<file path="src/rtl/pipe_hazard_ctrl_if.sv">
// Bundle of decode/execute status inputs and hold/flush strobes exchanged
// between the pipeline datapath (master) and the hazard controller (slave).
interface pipe_hazard_ctrl_if;
  logic [5:0]  i_id_reg1_rd_addr;
  logic [5:0]  i_id_reg2_rd_addr;
  logic        i_ex_reg_we;
  logic [4:0]  i_ex_reg_wr_addr;
  logic        i_ex_is_load;
  logic        i_ex_jump_flag;
  logic        i_ex_mc_start;
  logic        i_ex_mc_done;
  logic        o_hold_pc;
  logic        o_hold_if_id;
  logic        o_hold_id_ex;
  logic        o_flush_if_id;
  logic        o_flush_id_ex;
  logic [1:0]  o_state;
  logic [31:0] o_stall_cnt;
  logic        o_mc_timeout;

  // Pipeline side: drives the stage status, consumes the strobes.
  modport master (
    output i_id_reg1_rd_addr, i_id_reg2_rd_addr, i_ex_reg_we, i_ex_reg_wr_addr,
           i_ex_is_load, i_ex_jump_flag, i_ex_mc_start, i_ex_mc_done,
    input  o_hold_pc, o_hold_if_id, o_hold_id_ex, o_flush_if_id, o_flush_id_ex,
           o_state, o_stall_cnt, o_mc_timeout
  );

  // Controller side.
  modport slave (
    input  i_id_reg1_rd_addr, i_id_reg2_rd_addr, i_ex_reg_we, i_ex_reg_wr_addr,
           i_ex_is_load, i_ex_jump_flag, i_ex_mc_start, i_ex_mc_done,
    output o_hold_pc, o_hold_if_id, o_hold_id_ex, o_flush_if_id, o_flush_id_ex,
           o_state, o_stall_cnt, o_mc_timeout
  );
endinterface

</file>
<file path="src/rtl/pipe_hazard_ctrl.sv">
// Pipeline sequencing controller for the 5-stage RV32I core: load-use bubbles,
// multi-cycle EX freeze with timeout, and jump/branch flushing of younger stages.
module pipe_hazard_ctrl #(
  parameter int LOAD_LAT    = 1,   // bubbles per load-use hazard, 1..15
  parameter int FLUSH_EXTRA = 0,   // extra flush cycles after a jump, 0..15
  parameter int MC_TIMEOUT  = 64   // max cycles in MULTI, 2..255
) (
  input  logic               i_clk,
  input  logic               i_rst,   // asynchronous, active low
  pipe_hazard_ctrl_if.slave  bus
);

  typedef enum logic [1:0] {
    ST_RUN     = 2'd0,
    ST_LDSTALL = 2'd1,
    ST_MULTI   = 2'd2,
    ST_FLUSH   = 2'd3
  } state_t;

  localparam bit         HAS_FLUSH   = (FLUSH_EXTRA > 0);
  localparam bit         HAS_LDSTALL = (LOAD_LAT > 1);
  localparam logic [7:0] FLUSH_INIT  = 8'(FLUSH_EXTRA);
  localparam logic [7:0] LD_INIT     = 8'(LOAD_LAT - 1);
  localparam logic [7:0] MC_INIT     = 8'(MC_TIMEOUT - 1);

  state_t      state_q, state_d;
  logic [7:0]  cnt_q, cnt_d;
  logic [31:0] stall_cnt_q;
  logic        timeout_q;
  logic        timeout_set;

  logic        rs1_match, rs2_match, hazard;
  logic        hold_pc, hold_if_id, hold_id_ex, flush_if_id, flush_id_ex;

  // Load-use detection; bit 5 of the decode addresses only marks "in use".
  always_comb begin
    rs1_match = (bus.i_id_reg1_rd_addr[4:0] == bus.i_ex_reg_wr_addr) &&
                (bus.i_id_reg1_rd_addr != 6'd0);
    rs2_match = (bus.i_id_reg2_rd_addr[4:0] == bus.i_ex_reg_wr_addr) &&
                (bus.i_id_reg2_rd_addr != 6'd0);
    hazard    = bus.i_ex_reg_we && bus.i_ex_is_load &&
                (bus.i_ex_reg_wr_addr != 5'd0) && (rs1_match || rs2_match);
  end

  // Next-state, counter and strobe decode.
  always_comb begin
    state_d     = state_q;
    cnt_d       = cnt_q;
    timeout_set = 1'b0;
    hold_pc     = 1'b0;
    hold_if_id  = 1'b0;
    hold_id_ex  = 1'b0;
    flush_if_id = 1'b0;
    flush_id_ex = 1'b0;
    case (state_q)
      ST_RUN, ST_LDSTALL: begin
        if (bus.i_ex_jump_flag) begin
          // A resolved jump kills both younger stages and preempts any stall.
          flush_if_id = 1'b1;
          flush_id_ex = 1'b1;
          state_d     = HAS_FLUSH ? ST_FLUSH : ST_RUN;
          cnt_d       = HAS_FLUSH ? FLUSH_INIT : 8'd0;
        end else if (state_q == ST_LDSTALL) begin
          hold_pc     = 1'b1;
          hold_if_id  = 1'b1;
          flush_id_ex = 1'b1;
          cnt_d       = cnt_q - 8'd1;
          if (cnt_q == 8'd1) state_d = ST_RUN;
        end else if (bus.i_ex_mc_start) begin
          // Start and done together means the op finished in one cycle.
          if (!bus.i_ex_mc_done) begin
            hold_pc    = 1'b1;
            hold_if_id = 1'b1;
            hold_id_ex = 1'b1;
            state_d    = ST_MULTI;
            cnt_d      = MC_INIT;
          end
        end else if (hazard) begin
          hold_pc     = 1'b1;
          hold_if_id  = 1'b1;
          flush_id_ex = 1'b1;
          if (HAS_LDSTALL) begin
            state_d = ST_LDSTALL;
            cnt_d   = LD_INIT;
          end
        end
      end
      ST_MULTI: begin
        // Jumps cannot resolve while EX is occupied, so the flag is ignored.
        if (bus.i_ex_mc_done) begin
          state_d = ST_RUN;
        end else if (cnt_q == 8'd0) begin
          // Abort: drop the stuck instruction from id_ex and resume.
          timeout_set = 1'b1;
          flush_id_ex = 1'b1;
          state_d     = ST_RUN;
        end else begin
          hold_pc    = 1'b1;
          hold_if_id = 1'b1;
          hold_id_ex = 1'b1;
          cnt_d      = cnt_q - 8'd1;
        end
      end
      ST_FLUSH: begin
        flush_if_id = 1'b1;
        flush_id_ex = 1'b1;
        if (bus.i_ex_jump_flag) begin
          cnt_d = FLUSH_INIT;
        end else begin
          cnt_d = cnt_q - 8'd1;
          if (cnt_q == 8'd1) state_d = ST_RUN;
        end
      end
      default: state_d = ST_RUN;
    endcase
  end

  // State, countdown, saturating stall counter and sticky timeout flag.
  always_ff @(posedge i_clk or negedge i_rst) begin
    if (!i_rst) begin
      state_q     <= ST_RUN;
      cnt_q       <= 8'd0;
      stall_cnt_q <= 32'd0;
      timeout_q   <= 1'b0;
    end else begin
      state_q <= state_d;
      cnt_q   <= cnt_d;
      if (timeout_set) timeout_q <= 1'b1;
      if (hold_pc && (stall_cnt_q != 32'hFFFF_FFFF))
        stall_cnt_q <= stall_cnt_q + 32'd1;
    end
  end

  // Strobes are forced low while reset is asserted.
  assign bus.o_hold_pc     = i_rst & hold_pc;
  assign bus.o_hold_if_id  = i_rst & hold_if_id;
  assign bus.o_hold_id_ex  = i_rst & hold_id_ex;
  assign bus.o_flush_if_id = i_rst & flush_if_id;
  assign bus.o_flush_id_ex = i_rst & flush_id_ex;
  assign bus.o_state       = state_q;
  assign bus.o_stall_cnt   = stall_cnt_q;
  assign bus.o_mc_timeout  = timeout_q;

endmodule

</file>
<file path="src/flat_wrapper.sv">
// flat-port wrapper written by rule: the top's interface ports become plain ports
module pipe_hazard_ctrl_flat 
#(
  parameter int LOAD_LAT    = 1,                                        
  parameter int FLUSH_EXTRA = 0,                                            
  parameter int MC_TIMEOUT  = 64                                 
)
  (i_clk, i_rst, bus_i_id_reg1_rd_addr, bus_i_id_reg2_rd_addr, bus_i_ex_reg_we, bus_i_ex_reg_wr_addr, bus_i_ex_is_load, bus_i_ex_jump_flag, bus_i_ex_mc_start, bus_i_ex_mc_done, bus_o_hold_pc, bus_o_hold_if_id, bus_o_hold_id_ex, bus_o_flush_if_id, bus_o_flush_id_ex, bus_o_state, bus_o_stall_cnt, bus_o_mc_timeout);
  pipe_hazard_ctrl_if bus_i ();
  input  logic i_clk;
  input  logic i_rst;
  input wire logic [$bits(bus_i.i_id_reg1_rd_addr)-1:0] bus_i_id_reg1_rd_addr;
  input wire logic [$bits(bus_i.i_id_reg2_rd_addr)-1:0] bus_i_id_reg2_rd_addr;
  input wire logic [$bits(bus_i.i_ex_reg_we)-1:0] bus_i_ex_reg_we;
  input wire logic [$bits(bus_i.i_ex_reg_wr_addr)-1:0] bus_i_ex_reg_wr_addr;
  input wire logic [$bits(bus_i.i_ex_is_load)-1:0] bus_i_ex_is_load;
  input wire logic [$bits(bus_i.i_ex_jump_flag)-1:0] bus_i_ex_jump_flag;
  input wire logic [$bits(bus_i.i_ex_mc_start)-1:0] bus_i_ex_mc_start;
  input wire logic [$bits(bus_i.i_ex_mc_done)-1:0] bus_i_ex_mc_done;
  output wire logic [$bits(bus_i.o_hold_pc)-1:0] bus_o_hold_pc;
  output wire logic [$bits(bus_i.o_hold_if_id)-1:0] bus_o_hold_if_id;
  output wire logic [$bits(bus_i.o_hold_id_ex)-1:0] bus_o_hold_id_ex;
  output wire logic [$bits(bus_i.o_flush_if_id)-1:0] bus_o_flush_if_id;
  output wire logic [$bits(bus_i.o_flush_id_ex)-1:0] bus_o_flush_id_ex;
  output wire logic [$bits(bus_i.o_state)-1:0] bus_o_state;
  output wire logic [$bits(bus_i.o_stall_cnt)-1:0] bus_o_stall_cnt;
  output wire logic [$bits(bus_i.o_mc_timeout)-1:0] bus_o_mc_timeout;
  assign bus_i.i_id_reg1_rd_addr = bus_i_id_reg1_rd_addr;
  assign bus_i.i_id_reg2_rd_addr = bus_i_id_reg2_rd_addr;
  assign bus_i.i_ex_reg_we = bus_i_ex_reg_we;
  assign bus_i.i_ex_reg_wr_addr = bus_i_ex_reg_wr_addr;
  assign bus_i.i_ex_is_load = bus_i_ex_is_load;
  assign bus_i.i_ex_jump_flag = bus_i_ex_jump_flag;
  assign bus_i.i_ex_mc_start = bus_i_ex_mc_start;
  assign bus_i.i_ex_mc_done = bus_i_ex_mc_done;
  assign bus_o_hold_pc = bus_i.o_hold_pc;
  assign bus_o_hold_if_id = bus_i.o_hold_if_id;
  assign bus_o_hold_id_ex = bus_i.o_hold_id_ex;
  assign bus_o_flush_if_id = bus_i.o_flush_if_id;
  assign bus_o_flush_id_ex = bus_i.o_flush_id_ex;
  assign bus_o_state = bus_i.o_state;
  assign bus_o_stall_cnt = bus_i.o_stall_cnt;
  assign bus_o_mc_timeout = bus_i.o_mc_timeout;
  pipe_hazard_ctrl #(.LOAD_LAT(LOAD_LAT), .FLUSH_EXTRA(FLUSH_EXTRA), .MC_TIMEOUT(MC_TIMEOUT)) u_core (.i_clk(i_clk), .i_rst(i_rst), .bus(bus_i));
endmodule
</file>
<file path="config.mk">
export PLATFORM = sky130hd
export DESIGN_NAME = pipe_hazard_ctrl_flat
export DESIGN_NICKNAME = d
export VERILOG_FILES = /design/src/rtl/pipe_hazard_ctrl_if.sv /design/src/rtl/pipe_hazard_ctrl.sv /design/src/flat_wrapper.sv
export SDC_FILE = /design/constraint.sdc
export NUM_CORES = 1
export LEC_CHECK = 0
export ABC_CLOCK_PERIOD_IN_PS = 7000
export BUFFER_PORTS_ARGS = -buffer_cell sky130_fd_sc_hd__buf_4
export CORE_MARGIN = 3
export CORE_UTILIZATION = 35
export CTS_CLUSTER_SIZE = 10
export DETAILED_ROUTE_END_ITERATION = 7
export SLEW_MARGIN = 20
export SYNTH_ARGS = -nofsm -noshare
export SYNTH_HDL_FRONTEND = slang
export SYNTH_SLANG_ARGS = --single-unit
</file>
<file path="constraint.sdc">
create_clock -name i_clk -period 7 [get_ports i_clk]
set_clock_uncertainty 0.1 [all_clocks]
set_input_delay 1.05 -clock i_clk [delete_from_list [all_inputs] [get_ports i_clk]]
set_output_delay 1.05 -clock i_clk [all_outputs]
set_load 0.02 [all_outputs]
</file>
* Yosys cells after proc, flatten, opt, wreduce, memory -nomap -nowiden *
Index checks and enable logic that the tools add are counted.

storage, ports and cells
  register bits after elaboration = 43
  bits in latches = 0
  RAM bits = 0
  bits in read-only memories = 0
  output and inout port bits = 40
  memories kept = 0

operators by class
  add/subtract/negate cells = 2
  multiply operators = 0
  div/mod/pow operators = 0
  $lt $le $gt $ge = 0
  equal/unequal tests = 13
  shift operators = 0
  muxes and demuxes = 38
  bitwise operators = 4
  reduce and logical (&&, ||, !) cells = 15

operators by type and width
  kind                   number
  $mux 8                 7
  $add 32x1->32 const B  1
  $ne 32x32->1 const B   1
  $pmux 8 s3             1
  $mux 1                 17
  $mux 2                 8
  $reduce_bool 6->1      2
  $eq 5x5->1             2
  $eq 8x1->1 const B     1
  $logic_not 8->1        1
  $ne 4x3->1 const B     2
  $reduce_and 4->1       2
  $sub 8x1->8 const B    1
  $logic_and 1x1->1      6
  $ne 2x2->1 const B     3
  $pmux 1 s2             3
  $pmux 2 s3             1
  $reduce_bool 5->1      1
  $and 1x1->1            4
  $eq 2x2->1 const B     2
  $ne 3x2->1 const B     1
  $pmux 1 s3             1
  $eq 2x1->1 const B     1
  $logic_not 2->1        1
  2 further kinds        2

* Depth between registers and ports, before layout *
  depth in word-level cells = 10
  mapped depth = 10
  gate-level depth less buffers = 8

* Worst setup path before layout *
Ideal clock, no wire load.

  path type = in2out
  start point = input port bus_i_ex_reg_wr_addr[1]
  end point = output port bus_o_hold_pc
  arrival = 2.618 ns
  data required time = 5.850 ns
  path slack = 3.232 ns
  stages = 7
  cell sequence = or4_1 o2111ai_1 o22a_1 o21ai_0 clkbuf_1 and2_1 buf_4

on the way
  longest elaborated chain between the ends = 10
  elaborated cells on any way between the ends = 14
  classes of those cells = eq/ne: 2; mux: 5; bitwise: 1; reduce/logical: 6

ends and longest elaborated chain
  element                               line                                            text
  start: declaration                    flat_wrapper.sv:15                              input wire logic [$bits(bus_i.i_ex_reg_wr_addr)-1:0] bus_i_ex_reg_wr_addr;
  $eq 5x5->1 (on tied branches)         pipe_hazard_ctrl.sv:37, pipe_hazard_ctrl.sv:39
  $logic_and 1x1->1 (on tied branches)  pipe_hazard_ctrl.sv:37, pipe_hazard_ctrl.sv:39
  $logic_or 1x1->1                      pipe_hazard_ctrl.sv:42                          (bus.i_ex_reg_wr_addr != 5'd0) && (rs1_match || rs2_match);
  $logic_and 1x1->1 *                   pipe_hazard_ctrl.sv:42
  $mux 1 * (4 in a row)                 n/a
  $pmux 1 s2 *                          n/a
  $and 1x1->1 *                         n/a
  end: declaration                      flat_wrapper.sv:20                              output wire logic [$bits(bus_i.o_hold_pc)-1:0] bus_o_hold_pc;

Mark *: on every way between the ends. The rest lies on a longest branch, timed or not.

* Final worst setup path *
  start point = input port bus_i_ex_reg_wr_addr[1]
  end point = output port bus_o_hold_pc

on the way
  longest elaborated chain between the ends = 10
  elaborated cells on any way between the ends = 14
  classes of those cells = eq/ne: 2; mux: 5; bitwise: 1; reduce/logical: 6

ends and longest elaborated chain
  element                               line                                            text
  $eq 5x5->1 (on tied branches)         pipe_hazard_ctrl.sv:37, pipe_hazard_ctrl.sv:39
  $logic_and 1x1->1 (on tied branches)  pipe_hazard_ctrl.sv:37, pipe_hazard_ctrl.sv:39
  $logic_or 1x1->1                      pipe_hazard_ctrl.sv:42
  $logic_and 1x1->1 *                   pipe_hazard_ctrl.sv:42
  $mux 1 *                              pipe_hazard_ctrl.sv:78                          end else if (hazard) begin
  $mux 1 *                              pipe_hazard_ctrl.sv:69                          end else if (bus.i_ex_mc_start) begin
  $mux 1 *                              pipe_hazard_ctrl.sv:63                          end else if (state_q == ST_LDSTALL) begin
  $mux 1 *                              pipe_hazard_ctrl.sv:57                          if (bus.i_ex_jump_flag) begin
  $pmux 1 s2 *                          pipe_hazard_ctrl.sv:55                          case (state_q)
  $and 1x1->1 *                         pipe_hazard_ctrl.sv:135                         assign bus.o_hold_pc = i_rst & hold_pc;

Marked as above.

==> impl_results.md <==
- Worst Max-Slew Pin Slew: 913 ps
- Met2 capacity usage during global routing: 0.226
- Largest stage delay on the critical path: 520 ps
- First-pass DRT Iterations: 4
- H-tree depth: 2
- Relative slew slack: 0.391
- Min cycle time layout: between 3000 and 4000 ps
- GRT met3 Usage: 0.0320
- CP Depth: 8
- Synth area leaders: dfrtp_1 42%, xor2_1 9.5%, nor2_1 4.4%
- Period utilization: 0.551
- Setup TNS: 0 ps
- Post-synth EDFFs: 0
- Non-Filler Instances: about 430
- Startpoint types: primary input
- Fraction of layout cells with a size suffix above 1: 0.255
- Vias in the first global route: between 2000 and 2500
- Largest net degree at the start of global routing: 48
- Root Driver: clkbuf_8
- Yosys cell types: 50
- Setup crit end: bus_o_hold_pc
- Crit path cell chain: buf_4 > or4_1 > o2111ai_1 > o22a_1 > o21ai_0 > buf_4 > and2_1 > buf_4
- Gr ovfl total: 0
- Yosys warns: 0
- Finished Core Util: 0.456
- RSZ-0062 raised after global routing: false
- FP Rows: 30
- CP dominant cell by count: buf_4
- Post-Route WL: approximately 5900 um
- WP data required: around 5900 ps
- Reg clk slew, reported paths: approximately 70 ps
- DIE WIDTH: 91.8 um
- Commonest cells in the synthesized netlist: 43 x dfrtp_1, 30 x nor2_1, 28 x xor2_1
- Core outline area: 6980 sq um
- Total GRT Usage: 0.144
- Leak pwr: 1.41 nW
- Status: completed
- Met1 Track Usage GR: 0.201
- Count leader, synth: dfrtp_1
- Clk_lat worst skew: around 290 ps
- Critical path endpoint category: output pin
- Pwr dens: about 230 nW/um^2
- Sink Count: between 40 and 50
- Via count: around 2300
- Crit Path Max Fanout: 11
- Final Hold Viols: 0
- Max Root-Sink Buffers: 2
- Antenna cells: 0
- DRC: 0
- Die footprint: 8430 sq um
- Reg2Reg Depth: 8
- Port Buf Inserts: 62
- Post-route ant nets: 0
- Synth top area share: 0.417
- Gpl congestion: just under 0.8
- Area leader, netlist: dfrtp_1
- Cts hold-fix bufs: 0
- Syn nets: just over 300
- FFs w/ async S/R, synth: 1.00
- CTS resizes: 0
- Hold Crit Class: register to register
- Kind of cell adding the most delay to the critical path: simple AND/OR/NAND/NOR gates
- Max-Cap Viols: 0
- Post-DP HPWL: ~4500 um
- Io pins: between 60 and 70
- Slowest stage cell, crit path: or4_1
- Avg Cell Area, Syn: ~9.4 sq um
- Crit path from: bus_i_ex_reg_wr_addr[1]
- DRT iter0 DRCs: 91
- Max-slew violations: 0
- Die height: between 90 and 100 um
- Syn Inst Count: approximately 280
- RR Endpoint: u_core.bus.o_stall_cnt[6]
- CTS tree: done
- Routed len/inst: 13.7 um
- Count of state elements after synthesis: 43
- WP buf/inv: 3
- Via-to-Cell Ratio: 5.22
- First-pass GRT wire length: ~10000 um
- GR peak layer: met2
- Register area share after synthesis: 0.417
- Ys flop type: dfrtp_1
- Mapped Area: about 2600 sq um
- RR Startpoint: u_core.cnt_q[0]
- Worst hold slack: approximately 360 ps
- Initial Util: 0.369
- Setup bufs post-CTS: 0
- Worst EP arrival: 2710 ps
- Area delta synth->final: 23.6%
- Nets: 363
- Antenna violations before repair: 0
- # setup viols final: 0
- Fmax: between 200 and 300 MHz
- Hold path start: u_core.bus.o_mc_timeout
- Placed insts: 425
- Worst VDD drop: 0.130 mV
- Setup slack, reg-to-reg: between 3000 and 4000 ps
- CTS buffer count: 5
- Setup CP Type: primary input to output pin
[metrics by stage]
stage                     setup slack [ps]  cell area [sq um]  power, mW
after CTS                             3130               3190      0.745
after detailed placement              3140               3100      0.586
after floorplan                       3230               2580      0.489
final                                 3140               3190      0.731
after global placement                3140               3100      0.582
after global routing                  3040               3190      0.784
[power breakdown]
| part | switching, mW | total, mW | internal, mW | leakage, nW |
|---|---|---|---|---|
| registers | 0.0527 | 0.342 | 0.289 | 0.535 |
| clock network | 0.0813 | 0.151 | 0.0697 | 0.0412 |
| logic | 0.135 | 0.238 | 0.104 | 0.833 |
[area by class of cell]
type	instances	area, sq um
Fill cell	731	3790
Multi-Input combinational cell	217	1410
Sequential cell	43	1080
Timing Repair Buffer	63	473
Tap cell	96	120
Clock buffer	6	72.6
Inverter	6	22.5
Clock inverter	2	12.5
[per-layer routing]
layer,share of wire,wire [um]
met1,0.48,2830
met2,0.46,2760
met3,0.046,273
met4,0.012,72
met5,0,0
[cells by family (layout without fill, tap and decap cells)]
logic type                 after synthesis  after routing  synth area share
and+or+nand+nor                        136            136             0.297
xor gates and xnor gates                39             39             0.133
DFF                                     43             43             0.417
muxes                                    2              2           0.00874
AOI/OAI and AO/OA                       37             37            0.0942
buffers and inverters                   15             77            0.0354
adders and majority gates                3              3            0.0146
[sequential cells by signal, summed over array words and instances, names as in the netlist]
signal / flops
u_core.bus.o_stall_cnt: 32
u_core.cnt_q: 8
u_core.bus.o_state: 2
u_core.bus.o_mc_timeout: 1
[placed cells by master, fill, tap and decap left out, drive strengths merged, types with 6 or more instances in the layout]
master  count
buf        63
a21oi       9
nor3       15
nor4       11
clkbuf      6
xnor2      11
and3        9
inv         6
nor2       30
o21ai      13
nand4      10
nand3      12
dfrtp      43
xor2       28
nand2      25
[worst min path at each step]
stage / endpoint / slack [ps] / cells after the start
floorplan: u_core.cnt_q[6] / 370 / 2
global placement: u_core.bus.o_mc_timeout / 350 / 1
detailed placement: u_core.bus.o_mc_timeout / 360 / 1
CTS: u_core.bus.o_mc_timeout / 370 / 1
global route: u_core.bus.o_mc_timeout / 410 / 1
finish: u_core.bus.o_mc_timeout / 360 / 1
Note: power is estimated with default switching activity, not from simulation.
